**src/rtl/gf2_mul_serial.sv**
```systemverilog
// Digit-serial carry-less multiplier over GF(2)[x], DIGIT bits of b per cycle, MSB-first,
// with an optional reduction pass modulo {1, POLY}.
module gf2_mul_serial #(
    parameter int unsigned       WIDTH = 16,
    parameter int unsigned       DIGIT = 4,
    parameter logic [WIDTH-1:0]  POLY  = 16'h100B
) (
    input  logic               clk,
    input  logic               rst_n,
    input  logic               in_valid,
    output logic               in_ready,
    input  logic               mode,
    input  logic [WIDTH-1:0]   a,
    input  logic [WIDTH-1:0]   b,
    output logic               out_valid,
    input  logic               out_ready,
    output logic [2*WIDTH-2:0] y
);

    localparam int unsigned AW   = 2 * WIDTH - 1;
    localparam int unsigned N    = WIDTH / DIGIT;
    localparam int unsigned R    = (WIDTH - 1 + DIGIT - 1) / DIGIT;
    localparam int unsigned CMAX = (N > R) ? N : R;
    localparam int unsigned CW   = $clog2(CMAX + 1);
    localparam int          TOP  = 2 * int'(WIDTH) - 2;
    localparam int          DI   = int'(DIGIT);
    localparam int          WI   = int'(WIDTH);
    localparam logic [AW-1:0] PF = AW'({1'b1, POLY});

    typedef enum logic [1:0] {StIdle, StBusy, StReduce, StDone} state_e;

    state_e            state_q, state_d;
    logic [WIDTH-1:0]  a_q, a_d;
    logic [WIDTH-1:0]  b_q, b_d;
    logic              mode_q, mode_d;
    logic [AW-1:0]     acc_q, acc_d;
    logic [AW-1:0]     y_q, y_d;
    logic [CW-1:0]     cnt_q, cnt_d;
    logic [AW-1:0]     pp;
    int                top;

    // State register
    always_ff @(posedge clk or negedge rst_n) begin
        if (!rst_n) begin
            state_q <= StIdle;
        end else begin
            state_q <= state_d;
        end
    end

    // Next-state logic
    always_comb begin
        state_d = state_q;
        case (state_q)
            StIdle:   if (in_valid) state_d = StBusy;
            StBusy:   if (cnt_q == CW'(N - 1)) state_d = mode_q ? StReduce : StDone;
            StReduce: if (cnt_q == CW'(R - 1)) state_d = StDone;
            StDone:   if (out_ready) state_d = StIdle;
            default:  state_d = StIdle;
        endcase
    end

    // Datapath next-state
    always_comb begin
        a_d    = a_q;
        b_d    = b_q;
        mode_d = mode_q;
        acc_d  = acc_q;
        cnt_d  = cnt_q;
        pp     = '0;
        top    = TOP;
        case (state_q)
            StIdle: begin
                if (in_valid) begin
                    a_d    = a;
                    b_d    = b;
                    mode_d = mode;
                    acc_d  = '0;
                    cnt_d  = '0;
                end
            end
            StBusy: begin
                // Current digit sits in the top DIGIT bits of b_q; b_q shifts left each cycle.
                for (int j = 0; j < DI; j++) begin
                    if (b_q[WI - DI + j]) pp = pp ^ (AW'(a_q) << j);
                end
                acc_d = (acc_q << DIGIT) ^ pp;
                b_d   = b_q << DIGIT;
                cnt_d = (cnt_q == CW'(N - 1)) ? '0 : cnt_q + 1'b1;
            end
            StReduce: begin
                // Window of DIGIT positions below top, clamped at WIDTH; later positions see
                // the effect of earlier folds in the same cycle.
                top = TOP - int'(cnt_q) * DI;
                for (int k = TOP; k >= WI; k--) begin
                    if (k <= top && k > top - DI && acc_d[k]) begin
                        acc_d = acc_d ^ (PF << (k - WI));
                    end
                end
                cnt_d = cnt_q + 1'b1;
            end
            default: ;
        endcase
    end

    always_comb begin
        y_d = y_q;
        if (state_d == StDone && state_q != StDone) y_d = acc_d;
    end

    always_ff @(posedge clk or negedge rst_n) begin
        if (!rst_n) begin
            a_q    <= '0;
            b_q    <= '0;
            mode_q <= 1'b0;
            acc_q  <= '0;
            cnt_q  <= '0;
            y_q    <= '0;
        end else begin
            a_q    <= a_d;
            b_q    <= b_d;
            mode_q <= mode_d;
            acc_q  <= acc_d;
            cnt_q  <= cnt_d;
            y_q    <= y_d;
        end
    end

    // Outputs depend only on registered state
    always_comb begin
        in_ready  = (state_q == StIdle);
        out_valid = (state_q == StDone);
        y         = y_q;
    end

endmodule

```
**config.mk**
```make
export PLATFORM = sky130hd
export DESIGN_NAME = gf2_mul_serial
export DESIGN_NICKNAME = d
export VERILOG_FILES = /design/src/rtl/gf2_mul_serial.sv
export SDC_FILE = /design/constraint.sdc
export NUM_CORES = 1
export LEC_CHECK = 0
export CAP_MARGIN = 20
export CORE_MARGIN = 1.5
export CORE_UTILIZATION = 57
export DETAILED_ROUTE_END_ITERATION = 7
export MAX_ROUTING_LAYER = met4
export PLACE_DENSITY = 0.81
export RECOVER_POWER = 25
export SYNTH_ARGS = -nofsm -noshare
export SYNTH_HDL_FRONTEND = slang
export SYNTH_SLANG_ARGS = --single-unit
```
**constraint.sdc**
```tcl
create_clock -name clk -period 4.1 [get_ports clk]
set_input_delay 0.82 -clock clk [delete_from_list [all_inputs] [get_ports clk]]
set_output_delay 0.82 -clock clk [all_outputs]
set_load 0.005 [all_outputs]
```
# Word-level counts from Yosys, hierarchy flattened
# Index checks and enable logic that the tools add are counted.
[classes] n_addsub=3 n_lt_le_gt_ge=30 n_eq_ne=7 muxes=50 n_bitwise=19 reduce_logical=37
[op_table] op="$mux W31" n=23
[op_table] op="$gt A6 B7 Y1 const A" n=15
[op_table] op="$pmux W31 S3" n=1
[op_table] op="$le A6 B6 Y1 const A" n=15
[op_table] op="$not A5 Y5" n=15
[op_table] op="$mux W16" n=2
[op_table] op="$pmux W16 S2" n=1
[op_table] op="$logic_and A1 B1 Y1" n=31
[op_table] op="$xor A31 B17 Y31" n=1
[op_table] op="$xor A31 B18 Y31" n=1
[op_table] op="$xor A31 B19 Y31" n=1
[op_table] op="$xor A31 B31 Y31" n=1
[op_table] op="$mux W30" n=1
[op_table] op="$mux W29" n=1
[op_table] op="$mux W28" n=1
[op_table] op="$mux W27" n=1
[op_table] op="$mux W26" n=1
[op_table] op="$mux W25" n=1
[op_table] op="$mux W24" n=1
[op_table] op="$mux W23" n=1
[op_table] op="$mux W22" n=1
[op_table] op="$mux W21" n=1
[op_table] op="$mux W20" n=1
[op_table] op="$mux W19" n=1
[op_table] op="other kinds (18)" n=27
[totals] reg_bits=100

# Longest topological paths before layout
[depth] ltp_word=49 mapped_depth=13 mapped_depth_nobuf=12

# Least setup slack after synthesis
# No wires, ideal clock.
[synth_timing] kind="reg-to-reg" start="register cnt_q[0]" end="register y_q[5] (netlist: y[5])" setup_time_ps=134 arrival_time_ps=3153 required_ps=3966 path_slack_ps=813 path_stages_with_launch=13 n_path_buf=0 cell_sequence="dfrtp_1 -> ha_1 -> inv_1 -> ha_1 -> nor3b_1 -> o21ai_0 -> a211oi_4 -> mux2_4 -> xnor2_1 -> nor2_4 -> xnor2_1 -> a222oi_1 -> o21ai_1"
[synth_via] elab_chain_len=38 word_cells_on_any_way=80
[synth_lines] item="start, declared" line_no="38" text="logic [CW-1:0] cnt_q, cnt_d;"
[synth_lines] item="start signal, assigned" line_no="124" text="cnt_q <= cnt_d;"
[synth_lines] item="$sub A5 B5 Y6" line_no="94" text="top = TOP - int'(cnt_q) * DI;"
[synth_lines] item="$sub A6 B4 Y7" line_no="96" text="if (k <= top && k > top - DI && acc_d[k]) begin"
[synth_lines] item="$gt A6 B7 Y1" line_no="96"
[synth_lines] item="$logic_and A1 B1 Y1 (2 in a row)" line_no="96"
[synth_lines] item="$mux W31" line_no="96"
[synth_lines] item="$mux W31" line_no="72" text="case (state_q)"
[synth_lines] item="$mux W30" line_no="96"
[synth_lines] item="$mux W31" line_no="72"
[synth_lines] item="(+21 left out)"
[synth_lines] item="$mux W31" line_no="72"
[synth_lines] item="$logic_and A1 B1 Y1" line_no="96"
[synth_lines] item="$mux W19" line_no="96"
[synth_lines] item="$mux W31" line_no="72"
[synth_lines] item="$mux W18" line_no="96"
[synth_lines] item="$mux W31" line_no="72"
[synth_lines] item="$mux W17" line_no="96"
[synth_lines] item="$pmux W31 S3" line_no="72"
[synth_lines] item="end signal, assigned" line_no="125" text="y_q <= y_d;"
[synth_lines] item="end, declared" line_no="37" text="logic [AW-1:0] y_q, y_d;"
# Parallel ways exist; a longest one is shown, timed or not. The select of a mux whose other input is x is not followed.
# A chain may end at the register's enable or synchronous reset.

# Final worst setup path
[layout_timing] start="register cnt_q[0]" end="register y_q[12] (netlist: y[12])"
[layout_via] elab_chain_len=35 word_cells_on_any_way=68
[layout_lines] item="$sub A5 B5 Y6" line_no="94"
[layout_lines] item="$sub A6 B4 Y7" line_no="96"
[layout_lines] item="$gt A6 B7 Y1" line_no="96"
[layout_lines] item="$logic_and A1 B1 Y1 (2 in a row)" line_no="96"
[layout_lines] item="$mux W30" line_no="96"
[layout_lines] item="$mux W31" line_no="72"
[layout_lines] item="$mux W29" line_no="96"
[layout_lines] item="$mux W31" line_no="72"
[layout_lines] item="(+18 left out)"
[layout_lines] item="$mux W31" line_no="72"
[layout_lines] item="$mux W19" line_no="96"
[layout_lines] item="$mux W31" line_no="72"
[layout_lines] item="$mux W18" line_no="96"
[layout_lines] item="$mux W31" line_no="72"
[layout_lines] item="$not A5 Y5 (no source line) / $logic_and A1 B1 Y1 (equally long branches)"
[layout_lines] item="$mux W17" line_no="96"
[layout_lines] item="$pmux W31 S3" line_no="72"
# Parallel ways exist; a longest one is shown, timed or not. The select of a mux whose other input is x is not followed.

==> metrics <==
status=finished with violations; failing checks=max-capacitance violations, max-slew violations; nets=771; ANT nets after route=0; root cell of the clock tree=clkbuf_8; Worst Hold End=y[8]$_DFFE_PN0P_; Yosys reg bits=100; Crit path depth=12; P_leak=between 0.002 and 0.003 uW; max-slew violation count=76; vias per cell=5.74; Final setup viols=0; Hold WC Path Type=reg -> reg; CTS sink cnt=100; Slowest-stage cell, CP=dfrtp_1; CTS tree=done; Setup Buffers After CTS=0; Post-Synth Simple-Gate Area=between 10 and 15%; die area=about 11,000 sq um; largest family of logic cells by synthesized area=XOR/XNOR gates; Post-synth EDFFs=0; die height=107 um; reg-to-reg endpoint=y[12]$_DFFE_PN0P_; worst skew pair latency=between 0.3 and 0.4 ns; cts repair resizes=0; Final Cell Area=around 7300 sq um; Clock power frac=13.2%; reg2reg setup slack=about 0.31 ns; Clock Path Buffers=2; Port Buf Inserts=between 60 and 70; first-pass GRT wire length=about 26 mm; Synth Instances=662; Layout Cells excl Fill=between 800 and 900; Reg clk slew, reported paths=0.10 ns; top-count cell post-synth=nand2_1; CP bufs+invs=1; synth-to-layout area growth=18.0%; most instantiated cells after synthesis=nand2_1 (114), dfrtp_1 (100), xnor2_1 (82), o21ai_0 (58), nor2_1 (41); Inserted Clock Buffers=9; Data arrival, critical path=about 4.0 ns; die width=107 um; power per standard cell area=slightly above 800 nW/um^2; internal power=3410 uW; Yosys cell types=56; crit end category=flip-flop; Critical Path RT=around 4.4 ns; syn_area_per_cell=between 9 and 10 sq um; Comb power frac=around 55%; Worst Setup Start Kind=flip-flop; Detailed Routing Iterations Pass 1=5; GP Congestion=0.918; Max-Cap Viols=1; Synth area leader=dfrtp_1; fmax=around 260 MHz; DR iter-0 viols=~380; Mapped Area=6150 sq um; Crit Path Category=reg -> reg; Worst slew margin=-27.0%; area of the core=roughly 10,000 sq um; Sw Pwr=~2600 uW; CTS Hold Bufs=0; RSZ-0062 raised after global routing=no; post-detail-place hpwl=11.5 mm; syn_nets=approximately 700; setup TNS=0 ns; compound-gate portion of the synthesized area=14.3%; post-synthesis sequential area ratio=approximately two fifths; Vias=between 4,000 and 5,000; gr ovfl total=0; final WL=15.6 mm; final cycle utilization of the critical path=~92%; FP Rows=37; Synth Flop Type=dfrtp_1; hold depth=2; CP max stage delay=a little over 0.5 ns; Hold Crit Start=y[8]$_DFFE_PN0P_; layout cells sized above 1=about a tenth; Flop pwr share=32.1%; placed cells=roughly 850; Worst R2R Start=cnt_q[0]$_DFFE_PN0P_; vias in the first global route=5,022; Final Hold Fails=0; initial antenna violation count=0; Global Route Usage Sum=a little under a third; Max H-tree Level=3; Fin Clk Skew=0.0162 ns; worst-path cell chain=ha_1 -> inv_1 -> ha_1 -> nor3_1 -> or3_1 -> o21ai_0 -> a21oi_1 -> xnor2_1 -> and2b_1 -> xnor2_1 -> a222oi_1 -> o21ai_0; Adder-Cell Fraction of Synth Area=2.65%; ranking of synthesized cells by area=dfrtp_1 (41%), xnor2_1 (12%), nand2_1 (7.0%), mux2_2 (5.5%), o21ai_0 (4.7%); CP delay by family, top=compound AO/OA/AOI/OAI gates; ANT cells=0; DRC=0; worst reg2reg path depth=12; switch share=between 40% and 50%; Final Util=a little over two thirds; placed cell area=between 7000 and 8000 sq um; post-synthesis mux area share=8.02%; VDD IR max=0.000546 V; xor/xnor share of the synthesized area=16.8%; I/O pin count=70; CP Max Fanout=9; Period minus WS final=3.79 ns; Async SR Flop Fraction=100%; Initial Util=59.0%; Synth top area share=~40%; Tightest Pin Transition=around 1.9 ns; post-DR wirelength/cell=~18 um; largest net degree at the start of global routing=76; Synth warnings=0
power groups by stage:
stage	clock, uW	combinational [uW]	sequential [uW]
2_1_floorplan	0	2410	1720
3_3_place_gp	0	3180	1900
3_5_place_dp	0	3240	1930
4_1_cts	801	3270	1910
5_1_grt	839	3580	1980
6_report	787	3270	1920
flip-flops by register name, summed over array words and instances (netlist names):
signal and flops:
state_q 2, a_q 16, cnt_q 3, mode_q 1, b_q 16, y 31, acc_q 31
worst max path at each step:
stage / startpoint / endpoint
floorplan: cnt_q[0]$_DFFE_PN0P_ / y[5]$_DFFE_PN0P_
global placement: cnt_q[0]$_DFFE_PN0P_ / y[5]$_DFFE_PN0P_
detailed placement: cnt_q[0]$_DFFE_PN0P_ / y[5]$_DFFE_PN0P_
CTS: cnt_q[0]$_DFFE_PN0P_ / y[5]$_DFFE_PN0P_
global route: cnt_q[0]$_DFFE_PN0P_ / y[5]$_DFFE_PN0P_
finish: cnt_q[0]$_DFFE_PN0P_ / y[12]$_DFFE_PN0P_
worst reg2reg max path, stage by stage (launching register included):
cell,delay (ns)
dfrtp_1,0.51
ha_1,0.26
inv_1,0.08
ha_1,0.37
nor3_1,0.30
or3_1,0.38
o21ai_0,0.15
a21oi_1,0.39
xnor2_1,0.24
and2b_1,0.29
xnor2_1,0.10
a222oi_1,0.41
o21ai_0,0.17
cells by family (layout without fill, tap and decap cells):
family          after synthesis  after routing
compound gates              136            136
buf+inv                      58            122
xor+xnor                    116            116
mux                          45             45
flops                       100            100
simple gates                194            194
fa+ha+maj                    13             13
final cells by class:
class,instances,area (sq um)
tap,136,170
fill,819,3160
timing repair buffer,84,811
clock buffer,10,138
clock inverter,6,116
multi-input combinational,504,3430
sequential,100,2500
inverter,22,82.6
through the flow:
| stage | setup slack (ns) | hold slack [ns] | power, uW |
|---|---|---|---|
| floorplan | 0.813 | 0.450 | 4130 |
| global placement | 0.553 | 0.463 | 5080 |
| detailed placement | 0.320 | 0.465 | 5170 |
| CTS | 0.326 | 0.490 | 5970 |
| global route | 0.00545 | 0.525 | 6400 |
| finish | 0.315 | 0.487 | 5980 |
cell usage in the layout, fill, tap and decap left out, types with 3 or more instances in the layout:
cell type	count
nand3_1	6
a21oi_1	17
o21a_1	3
buf_4	14
a22o_1	11
clkbuf_8	10
nand2b_1	3
a22oi_1	11
xnor2_1	82
a222oi_1	4
nand3b_1	3
o22ai_1	4
or3_1	4
o21ai_1	4
inv_1	20
mux2_2	30
mux2i_1	14
ha_1	13
xor2_1	33
clkdlybuf4s50_1	68
a32oi_1	6
dfrtp_1	100
nor3_1	4
bufinv_16	3
nor2b_1	4
nand2_1	114
and3_1	3
nor2_1	41
o21ai_0	57
per-layer routing:
metal	global-route usage, %	wire length, um	vias to the layer above
li1	-	-	2355
met1	38.4	6880	2405
met4	12.1	510	0
met3	6.44	669	38
met2	47.4	7550	151
met5	-	0	-
(Power assumes the default switching activity.)
